[config.mk]
export PLATFORM = sky130hd
export DESIGN_NAME = shift_engine
export DESIGN_NICKNAME = d
export VERILOG_FILES = /design/src/rtl/shift_engine_pkg.sv /design/src/rtl/shift_chunk.sv /design/src/rtl/shift_engine.sv
export SDC_FILE = /design/constraint.sdc
export NUM_CORES = 1
export LEC_CHECK = 0
export CAP_MARGIN = 15
export CORE_ASPECT_RATIO = 1.1
export CORE_UTILIZATION = 44
export CTS_CLUSTER_DIAMETER = 150
export DETAILED_ROUTE_END_ITERATION = 6
export PLACE_DENSITY_LB_ADDON = 0.1
export SLEW_MARGIN = 20
export SYNTH_ARGS = -nofsm -noshare
export SYNTH_HDL_FRONTEND = slang
export SYNTH_SLANG_ARGS = --single-unit
export TNS_END_PERCENT = 100
[constraint.sdc]
create_clock -name clk -period 1.7 [get_ports clk]
set_input_delay 0.255 -clock clk [delete_from_list [all_inputs] [get_ports clk]]
set_output_delay 0.255 -clock clk [all_outputs]
set_load 0.005 [all_outputs]
[src/rtl/shift_engine_pkg.sv]
// Shared opcode constants, FSM state encoding and opcode classification for the shift engine.
package shift_engine_pkg;

    localparam logic [2:0] OP_HOLD = 3'b000;
    localparam logic [2:0] OP_SHL  = 3'b001;
    localparam logic [2:0] OP_SHR  = 3'b010;
    localparam logic [2:0] OP_LOAD = 3'b011;
    localparam logic [2:0] OP_SAR  = 3'b100;
    localparam logic [2:0] OP_ROL  = 3'b101;
    localparam logic [2:0] OP_ROR  = 3'b110;
    localparam logic [2:0] OP_RSVD = 3'b111;

    typedef enum logic [1:0] {
        IDLE  = 2'd0,
        SHIFT = 2'd1,
        DONE  = 2'd2
    } state_t;

    function automatic logic is_shift(input logic [2:0] op);
        return op inside {OP_SHL, OP_SHR, OP_SAR, OP_ROL, OP_ROR};
    endfunction

endpackage

[src/rtl/shift_chunk.sv]
// One chunk of a multi-cycle shift: moves data by k (1..STEP) positions and reports the carry bit.
module shift_chunk
    import shift_engine_pkg::*;
#(
    parameter int WIDTH = 8,
    parameter int STEP  = 1,
    parameter int KW    = $clog2(STEP + 1)
) (
    input  logic [WIDTH-1:0] d,
    input  logic [2:0]       op,
    input  logic [KW-1:0]    k,
    output logic [WIDTH-1:0] q,
    output logic             co
);

    localparam logic [WIDTH-1:0] ONE = {{(WIDTH-1){1'b0}}, 1'b1};

    int               kk;
    logic [WIDTH-1:0] shl, shr, sar, rol, ror;
    logic [WIDTH-1:0] msk_hi, msk_lo;

    assign kk  = int'(k);
    assign shl = d << kk;
    assign shr = d >> kk;
    assign sar = $signed(d) >>> kk;
    assign rol = (d << kk) | (d >> (WIDTH - kk));
    assign ror = (d >> kk) | (d << (WIDTH - kk));

    // Single-bit masks select the last bit to leave the word on either side.
    assign msk_hi = ONE << (WIDTH - kk);
    assign msk_lo = ONE << (kk - 1);

    always_comb begin
        q  = d;
        co = 1'b0;
        case (op)
            OP_SHL: begin q = shl; co = |(d & msk_hi); end
            OP_SHR: begin q = shr; co = |(d & msk_lo); end
            OP_SAR: begin q = sar; co = |(d & msk_lo); end
            OP_ROL: begin q = rol; co = rol[0];        end
            OP_ROR: begin q = ror; co = ror[WIDTH-1];  end
            default: ;
        endcase
    end

endmodule

[src/rtl/shift_engine.sv]
// Multi-cycle shift/rotate engine: IDLE -> SHIFT (STEP bits per clock) -> DONE, one command at a time.
module shift_engine
    import shift_engine_pkg::*;
#(
    parameter int WIDTH = 8,
    parameter int STEP  = 1,
    parameter int SW    = $clog2(WIDTH)
) (
    input  logic             clk,
    input  logic             rst,
    input  logic [WIDTH-1:0] i,
    input  logic [SW-1:0]    s,
    input  logic [2:0]       c,
    input  logic             start,
    output logic             busy,
    output logic             done,
    output logic [WIDTH-1:0] o,
    output logic             co,
    output logic             z
);

    localparam int KW = $clog2(STEP + 1);

    state_t           state, nxt;
    logic [2:0]       op_q;
    logic [SW-1:0]    rem;
    logic [KW-1:0]    k;
    logic [WIDTH-1:0] q_chunk;
    logic             co_chunk;

    // Chunk size never exceeds what is left, so the final chunk lands exactly on s.
    assign k = (int'(rem) < STEP) ? KW'(rem) : KW'(STEP);

    shift_chunk #(.WIDTH(WIDTH), .STEP(STEP)) u_chunk (
        .d  (o),
        .op (op_q),
        .k  (k),
        .q  (q_chunk),
        .co (co_chunk)
    );

    always_ff @(posedge clk or posedge rst) begin
        if (rst) state <= IDLE;
        else     state <= nxt;
    end

    always_comb begin
        nxt = state;
        case (state)
            IDLE:    if (start) nxt = (is_shift(c) && s != '0) ? SHIFT : DONE;
            SHIFT:   if (int'(rem) <= STEP) nxt = DONE;
            DONE:    nxt = IDLE;
            default: nxt = IDLE;
        endcase
    end

    always_ff @(posedge clk or posedge rst) begin
        if (rst) begin
            o    <= '0;
            co   <= 1'b0;
            rem  <= '0;
            op_q <= OP_HOLD;
        end else begin
            case (state)
                IDLE: if (start) begin
                    op_q <= c;
                    rem  <= s;
                    if (c == OP_LOAD)
                        o <= i;
                    else if (is_shift(c) && s == '0)
                        co <= 1'b0;
                end
                SHIFT: begin
                    o   <= q_chunk;
                    co  <= co_chunk;
                    rem <= rem - SW'(k);
                end
                default: ;
            endcase
        end
    end

    assign busy = (state == SHIFT);
    assign done = (state == DONE);
    assign z    = (o == '0);

endmodule
Yosys cells after proc, flatten, opt, wreduce, memory -nomap -nowiden
Index checks and enable logic that the tools add are counted.
- input bits: 17
- output and inout bits: 12
- word-level logic and storage cells: 72
- register bits after elaboration: 17
- add/subtract/negate cells: 3
- $lt $le $gt $ge: 2
- reduce and logical (&&, ||, !) cells: 16
- multiplexer cells: 16
- bitwise gates (word level): 4
- equality and inequality tests: 19
- shifts and indexed selects: 7
- operators with widths (operator ; number):
    1-bit by 32-bit << shifter with 8-bit output (first input constant) ; 2
    8-bit one-hot mux with 5 select lines ; 1
    8-bit by 32-bit << shifter with 8-bit output ; 1
    8-bit by 32-bit right shift with 8-bit output ; 1
    3-bit == test (second input constant) ; 6
    8-bit bitwise AND ; 2
    8-bit 2-to-1 mux ; 2
    8-bit OR ; 2
    8-bit one-hot mux with 2 select lines ; 1
    8-bit OR reduction ; 2
    3-bit by 2-bit == test with 1-bit output (second input constant) ; 3
    8-bit zero test ; 1
    2-bit inequality test (second input constant) ; 4
    4-bit AND reduction ; 2
    8-bit by 1-bit << shifter with 8-bit output ; 1
    8-bit by 1-bit right shift with 8-bit output ; 1
    8-bit by 1-bit >>> shifter with 8-bit output ; 1
    3-bit by 1-bit == test with 1-bit output (second input constant) ; 2
    2-bit 2-to-1 mux ; 3
    6-bit by 1-bit inequality test with 1-bit output (second input constant) ; 1
    3-bit one-hot mux with 2 select lines ; 1
    2-bit AND reduction ; 3
    5-bit nonzero test ; 1
    4-bit by 1-bit subtractor with 5-bit output (first input constant) ; 1
    other kinds (18) ; 22

Depth between registers and ports, before layout
Gate-level depths: netlist of run 1.
- depth after elaboration: 8
- gate-level depth with buffers: 6
- gate-level depth less buffers: 6

Cells and area by module
From an unflattened synthesis of run 1, not the netlist that was laid out.
- cells, all modules: 134
- area, all modules: 1270.0 um^2
- by module, submodules not included (module ; area an instance (um^2) ; instances ; cells an instance):
    shift_engine ; 985.9 ; 1 ; 91
    shift_chunk ; 284.0 ; 1 ; 43

Least setup slack after synthesis of run 1
No wires, ideal clock.
- path type: reg-to-reg
- from: reg state[0]
- to: reg o[1]
- path slack: 0.062 ns
- required time: 1.575 ns
- cell stages (with the launch flop): 6
- arrival time: 1.513 ns
- library setup time: 0.125 ns
- cells stage by stage: dfrtp_1 -> or3b_1 -> buf_6 -> nor3_4 -> o21ai_4 -> mux2_4
- word-level cells in the longest chain between the ends: 3
- elaborated cells between the ends (all ways): 8
- those cells by class: eq/ne: 4; mux: 1; reduce/logical: 3
- RTL lines (item ; line ; RTL):
    start: declaration ; shift_engine.sv:24 ; state_t state, nxt;
    start signal: assignment ; shift_engine.sv:44 ; else state <= nxt;
    2-bit by 1-bit == test with 1-bit output / 2-bit zero test (equally long branches) ; shift_engine.sv:64 ; case (state)
    6-bit by 1-bit inequality test with 1-bit output (no source line), or another cell as far along ; - ;
    4-bit AND reduction (no source line) ; - ;
    end signal: assignment ; shift_engine.sv:69 ; o <= i;
    end signal: assignment ; shift_engine.sv:74 ; o <= q_chunk;
    end: declaration ; shift_engine.sv:17 ; output logic [WIDTH-1:0] o,
Parallel ways exist; a longest one is shown, timed or not.
A chain may end at the register's enable or synchronous reset.

Worst setup path after layout of run 1
- from: reg o[4]
- to: out z
- word-level cells in the longest chain between the ends: 1
- RTL lines (item ; line ; RTL):
    8-bit zero test ; shift_engine.sv:85 ; assign z = (o == '0);
    end: declaration ; shift_engine.sv:19 ; output logic z
Every way passes these cells.

==> qor.txt, run 1 <==
outcome -> completed
Hold Violations, Final -> 0
vias -> 1123
top achievable clock speed -> 592 MHz
DR WL/cell -> 14.0 um
Reg2Reg Depth -> 4
Cell Chain, Critical Path -> or4_1 -> nor2_1 -> buf_2
antenna violations before repair -> 0
Nets -> 189
Setup crit end kind -> output port
final period utilization -> 0.993
Synth area leader -> dfrtp_1
Clock Sinks -> 17
n_diodes -> 0
GR Util met2 -> 0.393
Final Critical Period -> 1690 ps
commonest non-fill, non-tap cell in the layout -> clkdlybuf4s50_1
vias in the first global route -> 1076
Mapped Area -> 0.00117 mm^2
Vias per Instance -> 5.59
slowest CP cell -> or4_1
worst-path fanout max -> 2
Final Skew -> 14.8 ps
Mapped Cells -> 121
post-synthesis sequential area ratio -> 0.364
PnR worst setup slack -> 11.3 ps
Data required, critical path -> 1440 ps
die width -> 51.1 um
total track usage -> 0.217
Critical path buffers and inverters -> 1
P per Cell Area -> 1820 mW/mm^2
Die Footprint -> 0.00287 mm^2
yosys warns -> 0
GR met1 Demand/Resource -> 0.258
drt total wl -> 2810 um
share of cells above drive strength 1 -> 0.282
CP arrival -> 1430 ps
peak supply drop -> 1050 uV
final setup vio count -> 0
first-pass GRT wire length -> 4730 um
synth top area cells -> dfrtp_1 36%, mux2_4 7.7%, nand2_1 4.8%, nand3_1 4.7%, nor2_1 2.9%
fin. max-slew vios -> 0
Reg clk slew, reported paths -> 130 ps
leak pwr -> 0.741 nW
dpl hpwl -> 2100 um
Worst setup SP type -> flop
Crit path depth -> 3
largest net degree at the start of global routing -> 18
largest stage delay on the critical path -> 530 ps
fillers -> 218
Post-synth ARST share -> 1.00
First-pass DRT Iterations -> 4
Initial Utilization -> 0.468
die span in y -> 56.1 um
Overall Power -> 2.99 mW
clk_lat worst skew -> 300 ps
RSZ-0062 raised after global routing -> yes
DR DRC count -> 0
Post-DRT Antenna Nets -> 0
Ports -> 29
Synth top area share -> 0.364
GRT Max-Usage Layer -> met2
#FFs+latches synth -> 17
Least-Margin Pin Slew -> 441 ps
headroom to the max-slew limit -> 0.703
Core Box Area -> 0.00250 mm^2
Avg Cell Area, Syn -> 9.66 um^2
CTS Buffer Depth -> 2
EDFF count, synth -> 0
kind of critical path -> reg2out
# rows -> 19
Routability Congestion -> 0.779
Post-Syn Nets -> 139
TritonCTS clock tree -> yes
Buffers on Ports -> 28
Synth Flop Type -> dfrtp_1
most frequent cells in the layout -> 24 x clkdlybuf4s50_1, 22 x buf_4, 17 x dfrtp_1
max_cap viols -> 0
min-delay worst type -> in2async
Crit path max-delay family -> simple AND/OR/NAND/NOR gates
CTS buffer count -> 3
met3 Use GR -> 0.0301
total gr overflow -> 0
area added between synthesis and finish -> 41.0%
Yosys cell types -> 45
worst slack at placement -> -250 ps
initial drt markers -> 24
Max H-tree Level -> 1
Clk Tree Root Cell -> clkbuf_4
logic make-up (layout without fill, tap and decap cells):
kind of cell / count (synthesis) / after routing / synth area share
xor+xnor: 1 / 1 / 0.00750
flops: 17 / 17 / 0.364
compound gates: 25 / 25 / 0.181
mux: 11 / 11 / 0.123
buf+inv: 11 / 60 / 0.0535
simple gates: 55 / 55 / 0.260
fa+ha+maj: 1 / 1 / 0.0107
state kept, by name (all words and copies together), names as in the netlist:
signal and count:
op_q 3, o 8, state 2, co 1
rem 3
where the power goes:
group / internal, mW / switching, mW
Clock: 0.0875 / 0.147
Combinational: 1.11 / 0.813
Sequential: 0.604 / 0.228
worst register-to-register path: stages, from the launching register on:
cell and delay (ps):
dfrtp_1 430, or3b_1 420, nor3_4 230, o21ai_4 140, mux2_4 320
worst paths after layout:
kind | from | to | slack [ps]
setup reg to reg | state[1] | o[2] | 50
hold / removal | rst | o[5] | 260
hold reg to reg | co | co | 570
setup / recovery | o[4] | z | 10
min in group clk | s[2] | rem[2] | 550
max in group asynchronous | rst | op_q[0] | 1230
metal layers:
metal	vias to the layer above	wire length (um)
li1	541	-
met5	-	0
met1	540	1200
met3	7	122
met2	35	1430
met4	0	57
timing repair:
action | 4_1_cts | 5_1_grt
hold buffers | 0 | 0
pin swaps | 3 | 3
endpoints found under the setup margin | 3 | 8
endpoints found under the hold margin | 0 | 0
setup buffers | 2 | 3
gates resized for setup | 9 | 2
metrics by stage:
stage                      util  hold slack (ps)  setup TNS [ps]  cells  instance area (um^2)
after floorplan               -              181               0    121                  1170
after global placement    0.636              491           -1580    193                  1590
after detailed placement  0.636              510           -1750    193                  1590
after CTS                 0.657              274           -97.4    199                  1640
after global routing      0.660              288           -29.4    201                  1650
final                     0.660              259               0    201                  1650
Yosys cell counts, drive strengths merged (3+ instances only):
| cell | n |
|---|---|
| a21oi | 4 |
| a31oi | 4 |
| buf | 4 |
| dfrtp | 17 |
| inv | 4 |
| mux2 | 9 |
| nand2 | 15 |
| nand3 | 11 |
| nor2 | 9 |
| nor3 | 4 |
| o21ai | 4 |
| o311ai | 3 |
layout make-up:
type	count	area, um^2	share of cell area
Clock buffer	3	22.5	0.0137
Clock inverter	1	5.00	0.00304
Multi-Input combinational cell	93	684	0.415
Sequential cell	17	425	0.258
Timing Repair Buffer	51	452	0.274
Inverter	5	20.0	0.0121
Tap cell	31	38.8	0.0235
Note: power is estimated with default switching activity, not from simulation.
==> run 2: changes to the inputs <==
--- a/config.mk
+++ b/config.mk
@@ -7,12 +7,13 @@
 export LEC_CHECK = 0
 export CAP_MARGIN = 15
 export CORE_ASPECT_RATIO = 1.1
-export CORE_UTILIZATION = 44
+export CORE_UTILIZATION = 45
 export CTS_CLUSTER_DIAMETER = 150
 export DETAILED_ROUTE_END_ITERATION = 6
 export PLACE_DENSITY_LB_ADDON = 0.1
 export SLEW_MARGIN = 20
 export SYNTH_ARGS = -nofsm -noshare
 export SYNTH_HDL_FRONTEND = slang
+export SYNTH_HIERARCHICAL = 1
 export SYNTH_SLANG_ARGS = --single-unit
 export TNS_END_PERCENT = 100
==> run 2 against run 1 <==
  * The flow now finishes with violations (negative setup slack)
  * Worst hold slack lost 18 ps
  * Wire length is 22% higher
  * First-iteration DRC count increased by 100%
  * Via count is 14% higher
  * Critical path depth increased by 4
  * Non-clock buffer count up 4
  * Clock skew shrank 7.3 ps
  * Sequential cell count unchanged
  * Worst setup slack got worse by 120 ps
  * Clock power rose by 2%
  * Area after synthesis is 8.7% higher
  * Clock-buffer cell count is the same
  * Critical endpoint is now o[2]
  * Largest power group unchanged
  * Highest routed layer unchanged
==> qor.txt, run 2 <==
FF-to-FF Start -> rem[1]
die span in y -> 57.7 um
Comb pwr share -> 0.704
fin cells -> 214
Clock Sinks -> 17
fin. max-slew vios -> 0
initial drt markers -> 48
Data required, critical path -> 1910 ps
Top reg by flops -> o
Post-DRT Antenna Nets -> 0
Clock Power Share -> 0.071
# rows -> 19
dpl hpwl -> 2480 um
CTS Buffer Depth -> 2
largest net degree at the start of global routing -> 19
Initial Utilization -> 0.490
worst setup path endpoint -> o[2]
PnR worst setup slack -> -109 ps
total gr overflow -> 0
P per Cell Area -> 1850 mW/mm^2
Setup crit end kind -> flop
peak supply drop -> 1290 uV
DR WL/cell -> 16.0 um
top achievable clock speed -> 553 MHz
Ports -> 29
Mapped Cells -> 134
failing checks -> negative setup slack
Int Power -> 2.01 mW
RSZ-0062 raised after global routing -> yes
Reg2Reg Depth -> 7
Post-synth ARST share -> 1.00
yosys warns -> 6
first-pass GRT wire length -> 5890 um
n_diodes -> 0
CP arrival -> 2010 ps
Critical Path Start -> rem[1]
Nets -> 202
Avg Cell Area, Syn -> 9.48 um^2
final period utilization -> 1.06
Synth top area share -> 0.335
die width -> 52.7 um
First-pass DRT Iterations -> 4
Max H-tree Level -> 1
placed cells -> 210
Buffers on Ports -> 28
max_cap viols -> 0
DR DRC count -> 0
Core Box Area -> 0.00259 mm^2
headroom to the max-slew limit -> 0.707
Reg clk slew, reported paths -> 120 ps
#FFs+latches synth -> 17
commonest cells in the netlist -> 17 x dfrtp_1, 9 x nand2b_1, 9 x o22a_1, 9 x o31a_1, 8 x inv_1
Routability Congestion -> 0.918
Post-Syn Nets -> 152
Final Critical Period -> 1810 ps
commonest non-fill, non-tap cell in the layout -> buf_4
most frequent cells in the layout -> 27 x buf_4, 24 x clkdlybuf4s50_1, 17 x dfrtp_1
total track usage -> 0.261
Synth Flop Type -> dfrtp_1
max FFs per register -> 8
kind of critical path -> reg2reg
Yosys cell types -> 42
sequential share of power -> 0.225
Regs by FF count -> o x8, op_q x3, rem x3
outcome -> finished, violations left
CTS buffer count -> 3
Hold Violations, Final -> 0
switching share of total power -> 0.403
EDFF count, synth -> 0
Final Skew -> 7.52 ps
Mapped Area -> 0.00127 mm^2
area added between synthesis and finish -> 43.3%
min-delay worst type -> in2async
Worst setup SP type -> flop
FF-to-FF End -> o[2]
TritonCTS clock tree -> yes
Die Footprint -> 0.00304 mm^2
reg2reg setup slack -> -110 ps
Core Util, Final -> 0.702
vias -> 1279
Least-Margin Pin Slew -> 440 ps
share of cells above drive strength 1 -> 0.295
vias in the first global route -> 1307
synth top area cells -> dfrtp_1 33%, o22a_1 6.2%, o31a_1 6.2%, nand2b_1 4.4%, a2bb2oi_1 4.1%
Synth area leader -> dfrtp_1
Clk Tree Root Cell -> clkbuf_4
P_sw -> 1.36 mW
Vias per Instance -> 5.98
top-count cell post-synth -> dfrtp_1
worst-path fanout max -> 8
clk_lat worst skew -> 310 ps
post-synthesis sequential area ratio -> 0.335
final setup vio count -> 10
drt total wl -> 3420 um
antenna violations before repair -> 0
leak pwr -> 0.788 nW
## run 2: cell types whose count changed in the layout (fill, tap and decap cells not counted), sizes merged, moves of 5 or more
cell and change:
mux2 -6, a2bb2oi +6, o22a +9, nand3 -10, nand2 -7, o31a +10
o22ai +5, nand2b +8
## run 2: logic make-up after synthesis
group / share of synthesized area
fa+ha+maj: 0.00985
simple gates: 0.187
buf+inv: 0.0818
flops: 0.335
mux: 0.0266
compound gates: 0.360
## run 2: worst max-delay path, cell delays in order, from the launching register on
cell and delay (ps):
dfrtp_1 400, or3_4 440, a21boi_4 160, o31a_4 160
a2bb2oi_2 140, nand2b_4 130, o31a_1 100, o22a_1 170
## run 2: cell type report
cell class	count	area, um^2
multi-input combinational	99	820
fill	220	772
timing repair buffer	55	478
sequential	17	425
tap	31	38.8
inverter	8	30.0
clock buffer	3	22.5
clock inverter	1	5.00
## run 2: power by group through the flow
stage	logic [mW]	clock network (mW)	registers [mW]
floorplan	1.39	0	0.776
global placement	2.13	0	0.741
detailed placement	2.18	0	0.748
CTS	2.27	0.241	0.751
global route	2.59	0.260	0.782
finish	2.38	0.239	0.759
## run 2: repair_timing
item | in CTS | in global routing
endpoints found under the hold margin | 0 | 0
gates resized for setup | 12 | 7
buffers inserted | 0 | 0
endpoints found under the setup margin | 13 | 11
pin swaps | 5 | 4
hold buffers | 0 | 0
cloned | 0 | 0
## run 2: worst min-delay path by stage
stage | startpoint | endpoint | slack, ps | cells after the start
2_1_floorplan | rst | co | 180 | 1
5_1_grt | rst | o[3] | 250 | 3
4_1_cts | rst | co | 250 | 3
3_5_place_dp | co | co | 540 | 1
3_3_place_gp | co | co | 530 | 1
6_report | rst | state[1] | 240 | 3
## run 2: routing by layer
metal,global-route usage,routed length (um),vias up,share of wire
met2,0.472,1840,34,0.54
met3,0.0367,133,5,0.039
met4,0.113,50,0,0.015
li1,-,-,619,-
met5,0,0,-,0
met1,0.299,1400,621,0.41
## run 2: metrics by stage
stage	TNS [ps]	setup WS, ps	hold slack, ps	power (mW)	area (um^2)
after detailed placement	-843	-102	538	2.93	1730
after global placement	-682	-85.1	532	2.87	1730
final	-846	-109	241	3.37	1820
after global routing	-1590	-179	252	3.63	1820
after CTS	-851	-103	252	3.26	1780
after floorplan	-113	-82.6	181	2.16	1280
==> run 3: changes to the inputs <==
--- a/config.mk
+++ b/config.mk
@@ -5,9 +5,10 @@
 export SDC_FILE = /design/constraint.sdc
 export NUM_CORES = 1
 export LEC_CHECK = 0
+export ABC_AREA = 1
 export CAP_MARGIN = 15
 export CORE_ASPECT_RATIO = 1.1
-export CORE_UTILIZATION = 45
+export CORE_UTILIZATION = 46
 export CTS_CLUSTER_DIAMETER = 150
 export DETAILED_ROUTE_END_ITERATION = 6
 export PLACE_DENSITY_LB_ADDON = 0.1
==> run 3 against run 2 <==
  * The flow now finishes without violations
  * Cell area is 2.0% lower
  * Die area is 5.1% higher
  * Global-route usage is 1.3 points lower
  * Register-to-register slack better by 250 ps
  * Clock-buffer cell count is 1 higher
  * Via count is 16% higher
  * Sequential cell count stayed put
  * Non-clock buffer count is 12 lower
  * Combinational power hardly changed
  * Synthesized cell count is 61% higher
  * First-iteration DRC count is 6.3% lower
  * Largest power group unchanged
  * Clock power is 7% lower
==> qor.txt, run 3 <==
outcome -> completed
Clk Tree Root Cell -> clkbuf_4
Reg clk slew, reported paths -> 100 ps
Setup crit end kind -> output port
Mapped Area -> 0.00137 mm^2
worst-path fanout max -> 5
Vias per Instance -> 5.13
min-delay worst type -> in2async
hold buffer count at cts -> 0
clk_lat worst skew -> 280 ps
max_cap viols -> 0
Worst setup SP type -> flop
total gr overflow -> 0
die span in y -> 59.2 um
drt total wl -> 3350 um
TritonCTS clock tree -> yes
met3 Use GR -> 0.0308
vias -> 1489
synth top area cells -> dfrtp_1 31%, nand2_1 18%, nor2_1 8.8%, o21ai_1 5.9%, inv_1 5.2%
Buffers on Ports -> 28
Post-synth ARST share -> 1.00
vias in the first global route -> 1295
leak pwr -> 0.914 nW
Final Skew -> 1.07 ps
yosys warns -> 6
Core Util, Final -> 0.636
Post-DRT Antenna Nets -> 0
Hold Violations, Final -> 0
sequential share of power -> 0.231
Comb pwr share -> 0.704
Least-Margin Pin Slew -> 335 ps
RSZ-0062 raised after global routing -> no
switching share of total power -> 0.493
GR Util met2 -> 0.367
Die Footprint -> 0.00319 mm^2
commonest non-fill, non-tap cell in the layout -> nand2_1
# rows -> 20
GRT Max-Usage Layer -> met1
Int Power -> 1.73 mW
post-synthesis sequential area ratio -> 0.311
die width -> 54.0 um
#FFs+latches synth -> 17
headroom to the max-slew limit -> 0.776
commonest cells in the netlist -> 65 x nand2_1, 32 x nor2_1, 19 x inv_1
final period utilization -> 0.941
Synth top area share -> 0.311
First-pass DRT Iterations -> 4
Avg Cell Area, Syn -> 6.33 um^2
Yosys cell types -> 26
Ports -> 29
CP arrival -> 1340 ps
Post-Syn Nets -> 234
Core Box Area -> 0.00280 mm^2
GR met1 Demand/Resource -> 0.373
Regs by FF count -> o x8, op_q x3, rem x3
worst slack at placement -> 46.4 ps
share of cells above drive strength 1 -> 0.160
CTS Buffer Depth -> 2
Mapped Cells -> 216
kind of critical path -> reg2out
Nets -> 276
PnR worst setup slack -> 100 ps
DR WL/cell -> 11.6 um
Clock Sinks -> 17
Synth Flop Type -> dfrtp_1
Data required, critical path -> 1440 ps
Initial Utilization -> 0.487
CTS buffer count -> 3
EDFF count, synth -> 0
top-count cell post-synth -> nand2_1
total track usage -> 0.248
largest net degree at the start of global routing -> 18
Clock Power Share -> 0.065
Setup TNS Final -> 0 ps
P_sw -> 1.68 mW
fin. max-slew vios -> 0
P per Cell Area -> 1910 mW/mm^2
top achievable clock speed -> 625 MHz
peak supply drop -> 1110 uV
max FFs per register -> 8
DR DRC count -> 0
area added between synthesis and finish -> 30.5%
final setup vio count -> 0
first-pass GRT wire length -> 5760 um
n_diodes -> 0
Max H-tree Level -> 1
initial drt markers -> 45
Top reg by flops -> o
antenna violations before repair -> 0
dpl hpwl -> 2680 um
Routability Congestion -> 0.951
Final Critical Period -> 1600 ps
Synth area leader -> dfrtp_1
most frequent cells in the layout -> 64 x nand2_1, 31 x nor2_1, 26 x clkdlybuf4s50_1
## run 3: cell families after synthesis
| family | Yosys count | synth area share |
|---|---|---|
| xor gates and xnor gates | 1 | 0.00641 |
| DFF | 17 | 0.311 |
| adders and majority gates | 1 | 0.00916 |
| buffers and inverters | 30 | 0.108 |
| and+or+nand+nor | 124 | 0.383 |
| AOI/OAI and AO/OA | 43 | 0.182 |
## run 3: power by group through the flow
stage	logic, mW	registers, mW	clock network (mW)
2_1_floorplan	1.55	0.814	0
3_3_place_gp	2.36	0.778	0
3_5_place_dp	2.36	0.780	0
4_1_cts	2.37	0.775	0.225
5_1_grt	2.71	0.815	0.247
6_report	2.40	0.788	0.222
## run 3: layer usage
metal / wire length [um] / vias to the layer above
li1: - / 779
met1: 1670 / 664
met2: 1500 / 40
met3: 135 / 6
met4: 53 / 0
met5: 0 / -
## run 3: final cells by class
| cell class | count | area, um^2 |
|---|---|---|
| clock buffer | 4 | 26.3 |
| fill | 265 | 1020 |
| inverter | 24 | 90.1 |
| multi-input combinational | 169 | 805 |
| sequential | 17 | 427 |
| tap | 33 | 41.3 |
| timing repair buffer | 43 | 394 |
## run 3: stage by stage
stage | power [mW] | cell area [um^2] | cells | hold slack (ps)
after global routing | 3.77 | 1780 | 290 | 296
after floorplan | 2.36 | 1370 | 216 | 181
after detailed placement | 3.14 | 1740 | 285 | 470
after CTS | 3.37 | 1760 | 289 | 270
final | 3.41 | 1780 | 290 | 266
after global placement | 3.14 | 1740 | 285 | 472
## run 3: worst max-delay path: stages (launching register included)
cell	delay [ps]
dfrtp_2	460
nor2_1	110
clkdlybuf4s50_1	500
## run 3: what timing repair did
| action | in CTS | in global routing |
|---|---|---|
| setup endpoints to repair | 2 | 11 |
| gates resized for setup | 2 | 7 |
| cloned | 0 | 0 |
| pin swaps | 2 | 1 |
| setup buffers | 0 | 1 |
## run 3: final timing paths
path                       cells past startpoint     start  endpoint  slack, ps
max                                            2  state[0]      done        100
min                                            3       rst      o[3]        270
max reg2reg                                   11    rem[2]      o[2]        140
min reg2reg                                    2        co        co        490
max in group asynchronous                      3       rst  state[0]       1220
min in group clk                               2        co        co        490
==> RTL edit (settings of run 2) <==
The 3 states of `state_t` get a one-hot encoding in 3 bits.
--- a/src/rtl/shift_engine_pkg.sv
+++ b/src/rtl/shift_engine_pkg.sv
@@ -10,10 +10,10 @@
     localparam logic [2:0] OP_ROR  = 3'b110;
     localparam logic [2:0] OP_RSVD = 3'b111;
 
-    typedef enum logic [1:0] {
-        IDLE  = 2'd0,
-        SHIFT = 2'd1,
-        DONE  = 2'd2
+    typedef enum logic [2:0] {
+        IDLE  = 3'b001,
+        SHIFT = 3'b010,
+        DONE  = 3'b100
     } state_t;
 
     function automatic logic is_shift(input logic [2:0] op);
Behaviour: same outputs for any inputs over 10 cycles, from zero or initial values and one cycle with rst high; not proved beyond that.
==> RTL edit against run 2 <==
  * The flow still finishes with violations (negative setup slack)
  * Critical path depth decreased by 4
  * Wire length decreased by 0.32%
  * Setup slack better by 95 ps
  * Sequential cell count grew 1
  * Area after synthesis shrank 2.1%
  * Count of clock-buffer cells in the layout is 1 higher
  * Total power down 0.13%
  * Non-clock buffer count increased by 8
  * Core utilization is 0.89 points higher
  * Cell area rose by 0.34%
  * Critical path type is now reg -> out
  * Largest power group unchanged
==> RTL edit: results <==
metrics = {
    "setup_path": {
        "reg2reg_depth": 5,
        "crit_path_top_delay_cell": "or4_1",
        "slowest_delay_ps": 550,
        "arrival_ps": 1460,
        "crit_fanout": 2,
    },
    "detailed_routing": {
        "viasPerCell": 5.75,
        "drtPass1Iterations": 4,
        "top_layer": "met4",
        "wl_met1_mm": 1.36,
        "drt_iter0_drc": 49,
        "post_drt_wl_per_cell_um": 15.6,
        "route.met2.wl_mm": 1.85,
        "dr_wl_met3_um": 158,
    },
    "finish": {
        "diodes": 0,
        "largest_register_ffs": 8,
        "nFillCells": 197,
        "regMostFlops": "o",
        "nets": 206,
        "drive_gt1_share_pct": 30.5,
    },
    "synthesis": {
        "synth_compound_gate_area_share_pct": 29.8,
        "yosysSeqAreaShare_pct": 36.3,
        "netlist-cell-type-count": 44,
        "synth.mux.area_fraction_pct": 1.61,
        "ys_top_cells_by_area": "dfrtp_1 34%, o221a_1 8.1%, nand2_1 5.1%",
        "synth_top_cells_by_count": "17 x dfrtp_1, 17 x nand2_1, 9 x o221a_1",
        "synthAdderAreaFrac_pct": 1.01,
        "synth_nets": 147,
        "yosysWarnings": 6,
    },
    "placement": {
        "gp_congestion": 0.904,
        "dpl_worst_slack_ps": -76.3,
        "hpwl_mm": 2.41,
        "place_area_sq_mm": 0.00169,
        "port-buffer-count": 28,
    },
    "min_path": {
        "hp-class": "in -> async",
    },
    "run_status": {
        "violations": "negative setup slack",
        "status": "finished with violations",
    },
    "timing": {
        "fin_ws_ps": -13.3,
        "skew_ps": 16.2,
        "worst_slew_pin_slew_ps": 299,
        "finalSetupViolCount": 2,
        "setup_tns_ps": -21.4,
    },
    "grt": {
        "grt_pass1_wl_mm": 5.37,
        "grt_pass1_vias": 1249,
        "grt_use_total_pct": 24.4,
    },
    "power": {
        "peakVddDrop_mv": 1.26,
        "switching_share_pct": 38.3,
        "cellLeakagePower_nw": 0.798,
    },
    "clock_network": {
        "cts-buffers-inserted": 3,
        "clock_latency_ps": 300,
    },
}
## RTL edit: worst paths after layout
path	from	endpoint	slack [ps]
max in group asynchronous	rst	state[0]$_DFFE_PP1P_	1160
worst max-delay path	o[1]$_DFFE_PP0P_	z	-10
min in group clk	s[0]	rem[0]$_DFFE_PP0P_	530
worst max register to register	rem[1]$_DFFE_PP0P_	co$_DFFE_PP0P_	-10
worst min register to register	co$_DFFE_PP0P_	co$_DFFE_PP0P_	590
worst min-delay path	rst	o[7]$_DFFE_PP0P_	260
## RTL edit: kinds of logic after synthesis
| family | count (synthesis) |
|---|---|
| and+or+nand+nor | 49 |
| AOI/OAI and AO/OA | 42 |
| DFF | 18 |
| buffers and inverters | 17 |
| muxes | 2 |
| adders and majority gates | 1 |
## RTL edit: final cells by class
| cell class | count | area [sq um] | area share [%] |
|---|---|---|---|
| multi-input combinational | 94 | 734 | 40.2 |
| sequential | 18 | 454 | 24.9 |
| tap | 31 | 38.8 | 2.12 |
| inverter | 8 | 30.0 | 1.64 |
| timing repair buffer | 63 | 542 | 29.7 |
| clock buffer | 4 | 26.3 | 1.44 |
## RTL edit: power groups by stage
stage / Clock, mW / Combinational (mW) / Sequential, mW
5_1_grt: 0.250 / 2.50 / 0.862
2_1_floorplan: 0 / 1.13 / 0.862
3_5_place_dp: 0 / 1.99 / 0.817
3_3_place_gp: 0 / 1.93 / 0.804
4_1_cts: 0.232 / 2.11 / 0.799
6_report: 0.230 / 2.30 / 0.839
## RTL edit: critical path: cells and delay by family, from the launching register on
kind	cells	cell delay (ps)
buffers and inverters	1	110
DFF	1	400
and+or+nand+nor	2	650
## RTL edit: per-layer routing
metal	vias up	GRT usage, %
met3	4	4.00
met4	0	9.27
met1	593	27.2
li1	607	-
met5	-	0
met2	49	44.9
## RTL edit: through the flow
step           cells  power [mW]  hold slack, ps  util, %
6_report         218        3.37             259     71.1
5_1_grt          218        3.61             303     71.1
4_1_cts          216        3.14             271     68.7
3_5_place_dp     206        2.81             554     65.7
3_3_place_gp     206        2.73             524     65.7
2_1_floorplan    129        1.99             193        -
## RTL edit: timing repair
item,CTS,global route
endpoints found under the hold margin,0,0
hold buffers,0,0
endpoints found under the setup margin,10,11
gates resized for setup,8,12
setup buffers,6,2
pin swaps,4,1
